===== src/rtl/safe_pkg.sv =====
// Shared definitions for the safe lock controller: keypad codes, FSM state
// encoding and the entry-buffer operation selector.
package safe_pkg;

    // Keypad function codes; 0-9 are digits, F is ignored everywhere
    localparam logic [3:0] KEY_CLR  = 4'hA;
    localparam logic [3:0] KEY_BS   = 4'hB;
    localparam logic [3:0] KEY_LOCK = 4'hC;
    localparam logic [3:0] KEY_CHG  = 4'hD;
    localparam logic [3:0] KEY_ENT  = 4'hE;

    typedef enum logic [2:0] {
        ST_ENTRY  = 3'd0,
        ST_CHECK  = 3'd1,
        ST_OPEN   = 3'd2,
        ST_SET_PW = 3'd3,
        ST_LOCKED = 3'd4
    } state_t;

    // What the entry buffer does on the next edge
    typedef enum logic [1:0] {
        BUF_HOLD,
        BUF_PUSH,
        BUF_POP,
        BUF_CLR
    } buf_op_t;

    function automatic logic is_digit(input logic [3:0] k);
        return k <= 4'd9;
    endfunction

endpackage


===== src/rtl/safe_timer.sv =====
// 32-bit loadable down-counter. A load starts a run of load_val cycles;
// expired pulses high for the last cycle of the run so the consumer acts
// on the edge that completes it. clear abandons a run in progress.
module safe_timer (
    input  logic        clk,
    input  logic        rst,
    input  logic        load,
    input  logic        clear,
    input  logic [31:0] load_val,
    output logic        expired
);

    logic [31:0] cnt_q;
    logic        run_q;

    assign expired = run_q && (cnt_q == 32'd1);

    // Count down while running; a new load always wins over clear/count
    always_ff @(posedge clk) begin
        if (rst) begin
            cnt_q <= '0;
            run_q <= 1'b0;
        end else if (load) begin
            cnt_q <= load_val;
            run_q <= (load_val != 32'd0);
        end else if (clear) begin
            run_q <= 1'b0;
        end else if (run_q) begin
            cnt_q <= cnt_q - 32'd1;
            if (cnt_q == 32'd1) run_q <= 1'b0;
        end
    end

endmodule


===== src/rtl/safe_lock_ctrl.sv =====
// Keypad-driven safe controller: entry buffer, password check, failure
// counting with lockout, and password change. Optional auto-relock of an
// open safe after an idle period is built when SAFE_AUTO_RELOCK_EN is defined.
module safe_lock_ctrl
    import safe_pkg::*;
#(
    parameter logic [15:0] DEFAULT_PW     = 16'h1234,
    parameter int unsigned MAX_TRIES      = 3,
    parameter int unsigned LOCKOUT_CYCLES = 500_000_000,
    parameter int unsigned RELOCK_CYCLES  = 1_500_000_000
) (
    input  logic       clk,
    input  logic       rst,
    input  logic       key_valid,
    input  logic [3:0] key_code,
    output logic [3:0] p0,
    output logic [3:0] p1,
    output logic [3:0] p2,
    output logic [3:0] p3,
    output logic [3:0] digit_valid,
    output logic       show_digits,
    output logic       unlocked,
    output logic       alarm,
    output logic [2:0] state_o
);

    localparam logic [2:0] MAX_T = 3'(MAX_TRIES);

    state_t            state_q, state_d;
    logic [3:0][3:0]   pbuf;
    logic [3:0]        dv_q;
    logic [2:0]        count_q;
    logic [2:0]        fail_cnt;
    logic [15:0]       stored_pw;

    buf_op_t           buf_key_op, buf_op;
    logic              pw_write, fail_clr, fail_inc;
    logic              tmr_load, tmr_clear, tmr_exp;
    logic [31:0]       tmr_val;
    logic              pw_match;
    logic [2:0]        fail_next;
    logic              show_d, unl_d, alarm_d;

    assign p0          = pbuf[0];
    assign p1          = pbuf[1];
    assign p2          = pbuf[2];
    assign p3          = pbuf[3];
    assign digit_valid = dv_q;
    assign state_o     = state_q;

    assign pw_match  = ({pbuf[0], pbuf[1], pbuf[2], pbuf[3]} == stored_pw);
    assign fail_next = (fail_cnt >= MAX_T) ? MAX_T : fail_cnt + 3'd1;

    safe_timer u_timer (
        .clk      (clk),
        .rst      (rst),
        .load     (tmr_load),
        .clear    (tmr_clear),
        .load_val (tmr_val),
        .expired  (tmr_exp)
    );

`ifndef SAFE_AUTO_RELOCK_EN
    // Relock period is only meaningful with auto-relock built in
    logic [31:0] unused_relock_cfg;
    assign unused_relock_cfg = 32'(RELOCK_CYCLES);
`endif

    // Buffer edit requested by the current key (used in ENTRY and SET_PW)
    always_comb begin
        buf_key_op = BUF_HOLD;
        if (key_valid) begin
            if (is_digit(key_code) && count_q != 3'd4) buf_key_op = BUF_PUSH;
            else if (key_code == KEY_BS && count_q != 3'd0) buf_key_op = BUF_POP;
            else if (key_code == KEY_CLR) buf_key_op = BUF_CLR;
        end
    end

    // Next-state, buffer, password, failure and timer control
    always_comb begin
        state_d   = state_q;
        buf_op    = BUF_HOLD;
        pw_write  = 1'b0;
        fail_clr  = 1'b0;
        fail_inc  = 1'b0;
        tmr_load  = 1'b0;
        tmr_clear = 1'b0;
        tmr_val   = 32'(LOCKOUT_CYCLES);
        case (state_q)
            ST_ENTRY: begin
                buf_op = buf_key_op;
                if (key_valid && key_code == KEY_ENT && count_q == 3'd4)
                    state_d = ST_CHECK;
            end
            ST_CHECK: begin
                buf_op = BUF_CLR;
                if (pw_match) begin
                    state_d  = ST_OPEN;
                    fail_clr = 1'b1;
                end else begin
                    fail_inc = 1'b1;
                    if (fail_next == MAX_T) begin
                        state_d  = ST_LOCKED;
                        tmr_load = 1'b1;
                    end else begin
                        state_d = ST_ENTRY;
                    end
                end
            end
            ST_LOCKED: begin
                if (tmr_exp) begin
                    state_d  = ST_ENTRY;
                    fail_clr = 1'b1;
                end
            end
            ST_OPEN: begin
`ifdef SAFE_AUTO_RELOCK_EN
                // Idle expiry beats any key on the same edge
                if (tmr_exp) state_d = ST_ENTRY;
                else
`endif
                if (key_valid && key_code == KEY_LOCK) begin
                    state_d = ST_ENTRY;
                end else if (key_valid && key_code == KEY_CHG) begin
                    state_d = ST_SET_PW;
                    buf_op  = BUF_CLR;
                end
            end
            ST_SET_PW: begin
                buf_op = buf_key_op;
                if (key_valid && key_code == KEY_ENT && count_q == 3'd4) begin
                    pw_write = 1'b1;
                    buf_op   = BUF_CLR;
                    state_d  = ST_OPEN;
                end else if (key_valid && key_code == KEY_LOCK) begin
                    buf_op  = BUF_CLR;
                    state_d = ST_OPEN;
                end
            end
            default: state_d = ST_ENTRY;
        endcase
`ifdef SAFE_AUTO_RELOCK_EN
        // Idle timer restarts on entry to OPEN and on every key while open
        if (state_d == ST_OPEN && (state_q != ST_OPEN || key_valid)) begin
            tmr_load = 1'b1;
            tmr_val  = 32'(RELOCK_CYCLES);
        end else if (state_q == ST_OPEN && state_d != ST_OPEN) begin
            tmr_clear = 1'b1;
        end
`endif
    end

    // Output decode from the next state so the outputs can be registered
    always_comb begin
        show_d  = (state_d == ST_SET_PW);
        unl_d   = (state_d == ST_OPEN) || (state_d == ST_SET_PW);
        alarm_d = (state_d == ST_LOCKED);
    end

    // State and status output registers
    always_ff @(posedge clk) begin
        if (rst) begin
            state_q     <= ST_ENTRY;
            show_digits <= 1'b0;
            unlocked    <= 1'b0;
            alarm       <= 1'b0;
        end else begin
            state_q     <= state_d;
            show_digits <= show_d;
            unlocked    <= unl_d;
            alarm       <= alarm_d;
        end
    end

    // Entry buffer: digits fill from position 0, backspace clears the top one
    always_ff @(posedge clk) begin
        if (rst) begin
            pbuf    <= '0;
            dv_q    <= '0;
            count_q <= '0;
        end else begin
            case (buf_op)
                BUF_PUSH: begin
                    pbuf[count_q[1:0]] <= key_code;
                    dv_q[count_q[1:0]] <= 1'b1;
                    count_q            <= count_q + 3'd1;
                end
                BUF_POP: begin
                    pbuf[2'(count_q - 3'd1)] <= 4'd0;
                    dv_q[2'(count_q - 3'd1)] <= 1'b0;
                    count_q                  <= count_q - 3'd1;
                end
                BUF_CLR: begin
                    pbuf    <= '0;
                    dv_q    <= '0;
                    count_q <= '0;
                end
                default: ;
            endcase
        end
    end

    // Stored password and saturating failure counter
    always_ff @(posedge clk) begin
        if (rst) begin
            stored_pw <= DEFAULT_PW;
            fail_cnt  <= '0;
        end else begin
            if (pw_write) stored_pw <= {pbuf[0], pbuf[1], pbuf[2], pbuf[3]};
            if (fail_clr) fail_cnt <= '0;
            else if (fail_inc) fail_cnt <= fail_next;
        end
    end

endmodule


===== config.mk =====
export PLATFORM = sky130hd
export DESIGN_NAME = safe_lock_ctrl
export DESIGN_NICKNAME = d
export VERILOG_FILES = /design/src/rtl/safe_pkg.sv /design/src/rtl/safe_timer.sv /design/src/rtl/safe_lock_ctrl.sv
export SDC_FILE = /design/constraint.sdc
export NUM_CORES = 1
export LEC_CHECK = 0
export BUFFER_PORTS_ARGS = -buffer_cell sky130_fd_sc_hd__buf_2
export CORE_ASPECT_RATIO = 2
export CORE_MARGIN = 2
export CORE_UTILIZATION = 60
export CTS_CLUSTER_SIZE = 8
export DETAILED_ROUTE_END_ITERATION = 7
export MAX_ROUTING_LAYER = met4
export PLACE_DENSITY = 0.79
export SYNTH_ARGS = -nofsm -noshare
export SYNTH_HDL_FRONTEND = slang
export SYNTH_HIERARCHICAL = 1
export SYNTH_SLANG_ARGS = --single-unit

===== constraint.sdc =====
create_clock -name clk -period 4.35 [get_ports clk]
set_clock_uncertainty 0.1 [all_clocks]
set_input_delay 0.87 -clock clk [delete_from_list [all_inputs] [get_ports clk]]
set_output_delay 0.87 -clock clk [all_outputs]
set_load 0.01 [all_outputs]

==> results of run 1 <==
-- layer usage --
layer	up-vias	global-route usage	share of wire
li1	2171	-	-
met1	2117	0.2991	0.34
met2	195	0.5788	0.54
met3	63	0.06906	0.048
met4	0	0.2341	0.066
met5	-	-	0
-- worst max path at each step --
stage / from / slack (ps) / end
CTS: register / 1050 / u_timer/cnt_q[16]
floorplan: register / 1600 / u_timer/cnt_q[30]
detailed placement: register / 1070 / u_timer/cnt_q[16]
finish: register / 970 / u_timer/run_q
global route: register / 630 / u_timer/run_q
global placement: register / 1160 / u_timer/cnt_q[16]
-- layout make-up --
type | count | area [um^2]
Clock buffer | 9 | 225.2
Clock inverter | 7 | 108.9
Fill cell | 607 | 2145
Inverter | 18 | 67.56
Multi-Input combinational cell | 475 | 3054
Sequential cell | 81 | 1622
Tap cell | 94 | 117.6
Timing Repair Buffer | 38 | 205.2
-- power by group --
group	total [W]	leakage, nW	internal, W	switching [W]
combinational	0.000156	1.35	0.0000535	0.000102
sequential	0.000767	0.654	0.000755	0.0000128
clock	0.000850	0.164	0.000516	0.000334
-- logic make-up (layout without fill, tap and decap cells) --
kind of cell             count (synthesis)  in the layout  synth area share
multiplexers                            13             13           0.02830
buffers and inverters                   47             72           0.04715
XOR/XNOR                                26             26           0.04904
adder cells (fa/ha/maj)                  9              9           0.02425
AO/OA/AOI/OAI                          130            130            0.2196
AND/OR/NAND/NOR                        228            228            0.2808
flip-flops                              81             81            0.3492
other                                    2             69          0.001617
-- critical path, cell delays in order, from the launching register on --
cell,delay (ps)
sky130_fd_sc_hd__dfxtp_1,400
sky130_fd_sc_hd__xnor2_1,100
sky130_fd_sc_hd__nand4_1,220
sky130_fd_sc_hd__nor4_1,90
sky130_fd_sc_hd__buf_4,140
sky130_fd_sc_hd__nor4_1,650
sky130_fd_sc_hd__nand2_1,190
sky130_fd_sc_hd__inv_1,400
sky130_fd_sc_hd__inv_2,210
sky130_fd_sc_hd__nor2_1,510
sky130_fd_sc_hd__o21ai_0,170
sky130_fd_sc_hd__o21ai_0,110
-- synth_stat cells (9+ instances only) --
cell / n
sky130_fd_sc_hd__o31ai_1: 11
sky130_fd_sc_hd__nor2b_1: 11
sky130_fd_sc_hd__a311oi_1: 12
sky130_fd_sc_hd__a211o_1: 9
sky130_fd_sc_hd__o21ai_0: 15
sky130_fd_sc_hd__a211oi_1: 10
sky130_fd_sc_hd__dfxtp_1: 81
sky130_fd_sc_hd__a21oi_1: 11
sky130_fd_sc_hd__nand2_1: 23
sky130_fd_sc_hd__nor3_1: 15
sky130_fd_sc_hd__nor4_1: 24
sky130_fd_sc_hd__nand3_1: 25
sky130_fd_sc_hd__inv_1: 17
sky130_fd_sc_hd__clkbuf_1: 18
sky130_fd_sc_hd__mux2i_1: 12
sky130_fd_sc_hd__or3_1: 11
sky130_fd_sc_hd__or4_1: 15
sky130_fd_sc_hd__ha_1: 9
sky130_fd_sc_hd__nand4_1: 14
sky130_fd_sc_hd__a32o_1: 12
sky130_fd_sc_hd__nor2_1: 52
sky130_fd_sc_hd__a31oi_1: 9
sky130_fd_sc_hd__xnor2_1: 19
-- cells in the final DEF (no fill, tap or decap), types with 12 or more instances in the layout --
master                      n
sky130_fd_sc_hd__o21ai_0   15
sky130_fd_sc_hd__buf_2     32
sky130_fd_sc_hd__a32o_1    12
sky130_fd_sc_hd__nand2_1   23
sky130_fd_sc_hd__dfxtp_1   81
sky130_fd_sc_hd__nand4_1   14
sky130_fd_sc_hd__nor4_1    24
sky130_fd_sc_hd__conb_1    69
sky130_fd_sc_hd__mux2i_1   12
sky130_fd_sc_hd__inv_1     17
sky130_fd_sc_hd__or4_1     15
sky130_fd_sc_hd__a311oi_1  12
sky130_fd_sc_hd__nand3_1   25
sky130_fd_sc_hd__nor2_1    52
sky130_fd_sc_hd__xnor2_1   19
sky130_fd_sc_hd__nor3_1    15
-- through the flow --
step | util | cells | area [um^2]
floorplan | - | 603 | 4895
global placement | 0.6715 | 706 | 5066
detailed placement | 0.6715 | 706 | 5066
CTS | 0.7158 | 722 | 5400
global route | 0.7158 | 722 | 5400
finish | 0.7158 | 722 | 5400
==> out/summary.txt, run 1 <==
================================================================================
Setup slack on the worst flop-to-flop path                                970 ps
Arrival time of data at the critical path endpoint                       3540 ps
Number of iterations in the first detailed-routing pass                        5
Average wire length per cell after detail routing                       17.83 um
Unrepaired setup endpoints after global routing                               no
Overall die area                                                    0.008501 mm^2
Number of synthesis warnings                                                   6
Wire length of the first global-routing pass                           20,830 um
Worst min-delay path endpoint                                       digit_valid[2]
Syn Std Cell Area                                                   0.004643 mm^2
Pin slew with the least headroom to its limit                            1055 ps
Deepest level of the CTS H-tree                                                3
Number of enable-type register cells in the synthesized netlist                0
Setup slack of the critical path after layout                           974.4 ps
Worst setup slack before clock tree synthesis                            1068 ps
Antenna violations before repair                                               0
Gate count after technology mapping                                          536
Minimum clock period after layout                                        3376 ps
Cell taking the most area after synthesis                           sky130_fd_sc_hd__dfxtp_1
Number of violations of the max-capacitance limit                              0
Crit Reg-Reg Endpoint                                               u_timer/run_q
Max_slew headroom                                                         0.2901
Area added between synthesis and finish                                   16.30%
Net count, final                                                             639
Vias in the first global route                                             4,421
Leftover overflow at the end of global routing                                 0
Most used flip-flop cell after synthesis                            sky130_fd_sc_hd__dfxtp_1
Worst-case clock buffer depth                                                  2
Resized Gates After CTS                                                        0
WHS Path Cells                                                                 2
Final TNS setup                                                             0 ps
Cell depth of the worst flop-to-flop path                                     11
Last weighted congestion value of the routability-driven placer           0.9770
Post-CTS setup buffer count                                                    0
Critical setup path kind                                              reg -> reg
Post-detailed-route count of antenna-violating nets                            0
Aggregate routed wire length                                           12,880 um
I/O pin total                                                                 33
Hold bufs inserted after CTS                                                   0
Ant. Diodes                                                                    0
Total via count after detailed routing                                     4,546
Initial core utilization                                                  0.6154
CP Max Fanout                                                                 16
Static leakage                                                          2.167 nW
Run status                                                          complete, no violations
Share of async-settable or async-resettable flops after synthesis              0
DIE WIDTH                                                               66.21 um
Leading cell types by total area after synthesis                    sky130_fd_sc_hd__dfxtp_1, sky130_fd_sc_hd__nor2_1, sky130_fd_sc_hd__xnor2_1, sky130_fd_sc_hd__nor4_1, sky130_fd_sc_hd__nand3_1
Launch instance of the worst min-delay path                         digit_valid[2]
IO Port Bufs                                                                  32
Chip Height                                                             128.4 um
Power Total                                                           0.001773 W
Detailed placement HPWL                                                  9369 um
Area fraction of the dominant cell type after synthesis                   0.3492
Library cells used by synthesis                                               75
CP Capture Type                                                         register
Average cell area after synthesis                                     8.663 um^2
Data required time at the worst endpoint                                 4510 ps
Maximum resistive drop on vdd                                        0.0002142 V
Slew Viols, Final                                                              0
Pwr Density                                                         328.3 mW/mm^2
DRC violation total after the first TritonRoute iteration                    493
Worst skew pair latency                                                   350 ps
Vias per inst                                                              6.296
Core area                                                           0.007545 mm^2
Final Hold Violating Endpoints                                                 0
Highest clock rate                                                     296.2 MHz
CTS clock-pin slew for the worst setup and hold paths                      70 ps
Worst hold slack after final layout                                     378.4 ps
Finish-stage setup viols                                                       0
Flop and latch count out of synthesis                                         81
Maximum number of pins on one net before global-route repair                  61
Clock tree root driver cell                                         sky130_fd_sc_hd__clkbuf_16
Startpoint class of the critical path                                   register
Total CTS buffers                                                              9
Register area share after synthesis                                       0.3492
Post-route clock period utilization                                       0.7760
DRC errors left                                                                0
Floorplan row count                                                           45
Clock tree from TritonCTS                                                   done
Number of sinks on the clock net                                              81
Classification of the worst-slack hold path                           reg -> reg
Fraction of final layout cells with drive strength greater than 1         0.1178
Total Routing Usage GR                                                    0.3280
================================================================================
(Power assumes the default switching activity.)
==> run 2: changes to the inputs <==
clock period = 3.2 ns   (was 4.35 ns; I/O delays follow)
==> run 2 against run 1 <==
Against the previous run:
- setup slack got worse by 710 ps
- sequential power increased by 36%
- via count fell by 0.22%
- global-route usage shrank 0.52 points
- register-to-register slack worse by 710 ps
- cell count up 1.7%
- sequential share of layout area shrank 0.42 points
- sequential cell count unchanged
- wire length down 2.1%
- fmax grew 15%
- die area is the same
- count of clock-buffer cells in the layout stayed put
- largest power group unchanged
==> out/summary.txt, run 2 (same netlist as run 1, synthesis figures left out) <==
=====================================================================================
Run status                                                               complete, no violations
Maximum resistive drop on vdd                                             0.0002651 V
Fill cell instance count of the final layout                                      611
Floorplan row count                                                                45
DRC violation total after the first TritonRoute iteration                         387
Launch instance of the worst min-delay path                              digit_valid[1]
CP Max Fanout                                                                       6
Commonest non-fill, non-tap cells in the layout                          sky130_fd_sc_hd__dfxtp_1, sky130_fd_sc_hd__conb_1, sky130_fd_sc_hd__nor2_1
Initial core utilization                                                       0.6154
Deepest level of the CTS H-tree                                                     3
Average wire length per cell after detail routing                            17.17 um
Highest clock rate                                                          340.1 MHz
Net count, final                                                                  651
DRC errors left                                                                     0
Startpoint class of the critical path                                        register
Aggregate routed wire length                                                12,610 um
Number of sinks on the clock net                                                   81
Worst setup slack before clock tree synthesis                                318.0 ps
Clock tree root driver cell                                              sky130_fd_sc_hd__clkbuf_16
I/O pin total                                                                      33
Maximum number of pins on one net before global-route repair                       36
Unrepaired setup endpoints after global routing                                    no
Setup slack of the critical path after layout                                259.7 ps
CP Capture Type                                                              register
Finish-stage setup viols                                                            0
Worst path most repeated cell                                            sky130_fd_sc_hd__nor4_1
DIE WIDTH                                                                    66.21 um
Wire length of the first global-routing pass                                20,640 um
Worst-case clock buffer depth                                                       2
Critical path cell sequence                                              xnor2_1 -> nand4_1 -> nor4_1 -> buf_4 -> nor4_1 -> nand2_1 -> inv_1 -> or2_2 -> or3_1 -> or4_1 -> nand3_1
Vias in the first global route                                                  4,489
Last weighted congestion value of the routability-driven placer                0.9664
Pin slew with the least headroom to its limit                                845.8 ps
Number of iterations in the first detailed-routing pass                             6
Final TNS setup                                                                  0 ps
Overall die area                                                         0.008501 mm^2
Final Hold Violating Endpoints                                                      0
Most frequent standard cell in the layout excluding fill and tap cells   sky130_fd_sc_hd__dfxtp_1
Crit-path slowest cell                                                   sky130_fd_sc_hd__dfxtp_1
Total CTS buffers                                                                   9
Total via count after detailed routing                                          4,536
CTS clock-pin slew for the worst setup and hold paths                           70 ps
Arrival time of data at the critical path endpoint                            3120 ps
Minimum clock period after layout                                             2940 ps
Core area                                                                0.007545 mm^2
Worst skew pair latency                                                        340 ps
Slew Viols, Final                                                                   0
Post-CTS setup buffer count                                                         0
Clock tree from TritonCTS                                                        done
Classification of the worst-slack hold path                                reg -> reg
Vias per inst                                                                   6.180
Critical setup path kind                                                   reg -> reg
Power Total                                                                0.002324 W
Leftover overflow at the end of global routing                                      0
Antenna violations before repair                                                    0
Total Routing Usage GR                                                         0.3228
Post-route clock period utilization                                            0.9189
Number of violations of the max-capacitance limit                                   0
Area added between synthesis and finish                                        17.95%
Resized Gates After CTS                                                             0
Max_slew headroom                                                              0.4309
Chip Height                                                                  128.4 um
Pwr Density                                                              424.4 mW/mm^2
Static leakage                                                               2.214 nW
Hold bufs inserted after CTS                                                        0
IO Port Bufs                                                                       32
Ant. Diodes                                                                         0
Fraction of final layout cells with drive strength greater than 1              0.1344
Post-detailed-route count of antenna-violating nets                                 0
Longest individual stage delay on the worst path                               420 ps
Detailed placement HPWL                                                       9583 um
Data required time at the worst endpoint                                      3380 ps
=====================================================================================
run 2: power by group:
group	internal (W)	switching, W	leakage, nW
Combinational	0.0000746	0.000136	1.42
Clock	0.000618	0.000452	0.145
Sequential	0.00103	0.0000175	0.654
run 2: layer usage:
metal	share of wire	track usage	up-vias
met5	0	-	-
met4	0.075	0.2461	0
met3	0.033	0.04371	71
met2	0.55	0.5888	163
met1	0.34	0.2845	2104
li1	-	-	2198
run 2: layout make-up:
cell class	instances	area, um^2	share of cell area
clock inverter	7	82.58	0.01508
sequential	81	1622	0.2961
clock buffer	9	225.2	0.04112
tap	94	117.6	0.02148
timing repair buffer	50	307.8	0.05620
multi-input combinational	475	3054	0.5577
inverter	18	67.56	0.01234
run 2: stage by stage:
stage / instances / hold WS (ps) / area, um^2 / utilization
floorplan: 603 / 381.7 / 4895 / -
global placement: 718 / 369.6 / 5169 / 0.6851
detailed placement: 718 / 381.1 / 5169 / 0.6851
CTS: 734 / 390.6 / 5477 / 0.7259
global route: 734 / 413.4 / 5477 / 0.7259
finish: 734 / 384.9 / 5477 / 0.7259
run 2: path summary, 6_finish.rpt:
path,endpoint,slack [ps],depth (start not counted)
setup / recovery,u_timer/cnt_q[30],260,11
hold / removal,digit_valid[1],380,2
setup reg to reg,u_timer/cnt_q[30],260,11
hold reg to reg,digit_valid[1],380,2
run 2: worst max-delay path, delay by kind of cell, from the launching register on:
family | cells | cell delay (ps)
flops | 1 | 420
buf+inv | 2 | 300
xor+xnor | 1 | 140
simple gates | 8 | 1920
==> run 3: changes to the inputs <==
clock period = 3.7 ns   (was 3.2 ns; I/O delays follow)
==> run 3 against run 2 <==
Against the previous run:
- count of clock-buffer cells in the layout is the same
- critical path type unchanged
- via count grew 0.77%
- setup slack gained 45 ps
==> out/summary.txt, run 3 (same netlist as run 1, synthesis figures left out) <==
=====================================================================================
Total via count after detailed routing                                          4,571
IO Port Bufs                                                                       32
Final std cells w/o fill                                                          723
Number of iterations in the first detailed-routing pass                             5
Vias per inst                                                                   6.322
Detailed-route wire length on metal 1                                         4334 um
CP Capture Type                                                              register
Top routing layer used                                                           met4
Overall die area                                                         0.008501 mm^2
Number of placed cells counting well taps                                         707
Hold bufs inserted after CTS                                                        0
Initial core utilization                                                       0.6154
Crit Reg-Reg Endpoint                                                    u_timer/cnt_q[30]
Final TNS setup                                                                  0 ps
Run status                                                               complete, no violations
Number of violations of the max-capacitance limit                                   0
Deepest level of the CTS H-tree                                                     3
Vias in the first global route                                                  4,361
Core area                                                                0.007545 mm^2
Wire length of the first global-routing pass                                20,030 um
Maximum resistive drop on vdd                                             0.0003191 V
Arrival time of data at the critical path endpoint                            3580 ps
DRC violation total after the first TritonRoute iteration                         384
Commonest non-fill, non-tap cells in the layout                          sky130_fd_sc_hd__dfxtp_1, sky130_fd_sc_hd__conb_1, sky130_fd_sc_hd__nor2_1
Worst skew pair latency                                                        350 ps
Ant. Diodes                                                                         0
Startpoint class of the critical path                                        register
Total CTS buffers                                                                   9
Maximum number of pins on one net before global-route repair                       46
Total Routing Usage GR                                                         0.3132
Footprint of the flip-flops and latches                                  0.001622 mm^2
Antenna violations before repair                                                    0
Critical setup path kind                                                   reg -> reg
Pin slew with the least headroom to its limit                                996.6 ps
Clock tree from TritonCTS                                                        done
Worst setup slack before clock tree synthesis                                422.7 ps
Slew Viols, Final                                                                   0
Most frequent standard cell in the layout excluding fill and tap cells   sky130_fd_sc_hd__dfxtp_1
DIE WIDTH                                                                    66.21 um
Post-route clock period utilization                                            0.9175
Cell depth of the worst flop-to-flop path                                          10
Fill cell instance count of the final layout                                      603
Final Hold Violating Endpoints                                                      0
Net count, final                                                                  640
Post-CTS setup buffer count                                                         0
Clock tree root driver cell                                              sky130_fd_sc_hd__clkbuf_16
Data required time at the worst endpoint                                      3880 ps
Setup slack on the worst flop-to-flop path                                     310 ps
Aggregate routed wire length                                                12,670 um
Worst hold slack after final layout                                          393.7 ps
CP Max Fanout                                                                      16
Max_slew headroom                                                              0.3295
Number of sinks on the clock net                                                   81
Classification of the worst-slack hold path                                reg -> reg
Pwr Density                                                              374.6 mW/mm^2
Met2 wire len                                                                 6961 um
Highest clock rate                                                          294.6 MHz
Chip Height                                                                  128.4 um
Floorplan row count                                                                45
Average wire length per cell after detail routing                            17.53 um
Static leakage                                                               2.157 nW
End point of the critical path                                           u_timer/cnt_q[30]
Area added between synthesis and finish                                        15.93%
Fraction of final layout cells with drive strength greater than 1              0.1192
CTS clock-pin slew for the worst setup and hold paths                           70 ps
Unrepaired setup endpoints after global routing                                    no
Launch instance of the worst min-delay path                              digit_valid[2]
Finish-stage setup viols                                                            0
Last weighted congestion value of the routability-driven placer                0.9444
Resized Gates After CTS                                                             0
Setup slack of the critical path after layout                                305.2 ps
I/O pin total                                                                      33
Worst-case clock buffer depth                                                       2
Leftover overflow at the end of global routing                                      0
DRC errors left                                                                     0
Post-detailed-route count of antenna-violating nets                                 0
Multi-input combinational cell area                                      0.003054 mm^2
Minimum clock period after layout                                             3395 ps
Met3 wire len                                                                  565 um
Detailed placement HPWL                                                       9266 um
=====================================================================================
## run 3: cell type report
type / instances / area share
repair buffers: 39 / 0.03952
clock buffers: 9 / 0.04184
well taps: 94 / 0.02185
inverters: 18 / 0.01255
flip-flops and latches: 81 / 0.3013
clock inverters: 7 / 0.01557
multi-input cells: 475 / 0.5674
## run 3: metal layers
metal	GRT usage	vias to the layer above
met5	-	-
met1	0.2803	2137
met4	0.2029	0
li1	-	2187
met2	0.5776	177
met3	0.05245	70
## run 3: how the worst min path moves through the flow
stage                                end  slack, ps  cells past startpoint
final                     digit_valid[2]        390                      2
after global routing      digit_valid[0]        410                      2
after CTS                 digit_valid[0]        400                      2
after detailed placement  digit_valid[2]        390                      2
after global placement    digit_valid[0]        370                      2
after floorplan            stored_pw[11]        380                      2
## run 3: metrics by stage
step,power (W),utilization,cell area (um^2)
floorplan,0.001045,-,4895
global placement,0.001096,0.6725,5074
detailed placement,0.001101,0.6725,5074
CTS,0.002018,0.7134,5383
global route,0.002080,0.7134,5383
finish,0.002017,0.7134,5383
## run 3: critical path: stages, from the launching register on
cell                      delay, ps
sky130_fd_sc_hd__dfxtp_1        410
sky130_fd_sc_hd__xnor2_1        150
sky130_fd_sc_hd__nand4_1        190
sky130_fd_sc_hd__nor4_1         610
sky130_fd_sc_hd__nor4_1         260
sky130_fd_sc_hd__nand2_1        170
sky130_fd_sc_hd__inv_1          210
sky130_fd_sc_hd__or2_2          410
sky130_fd_sc_hd__or3_1          320
sky130_fd_sc_hd__or4_1          410
sky130_fd_sc_hd__nand3_1        100
## run 3: power by group
group          internal (W)  switching [W]  total, W
Sequential         0.000887      0.0000155  0.000903
Clock              0.000536       0.000393  0.000929
Combinational     0.0000641       0.000121  0.000185
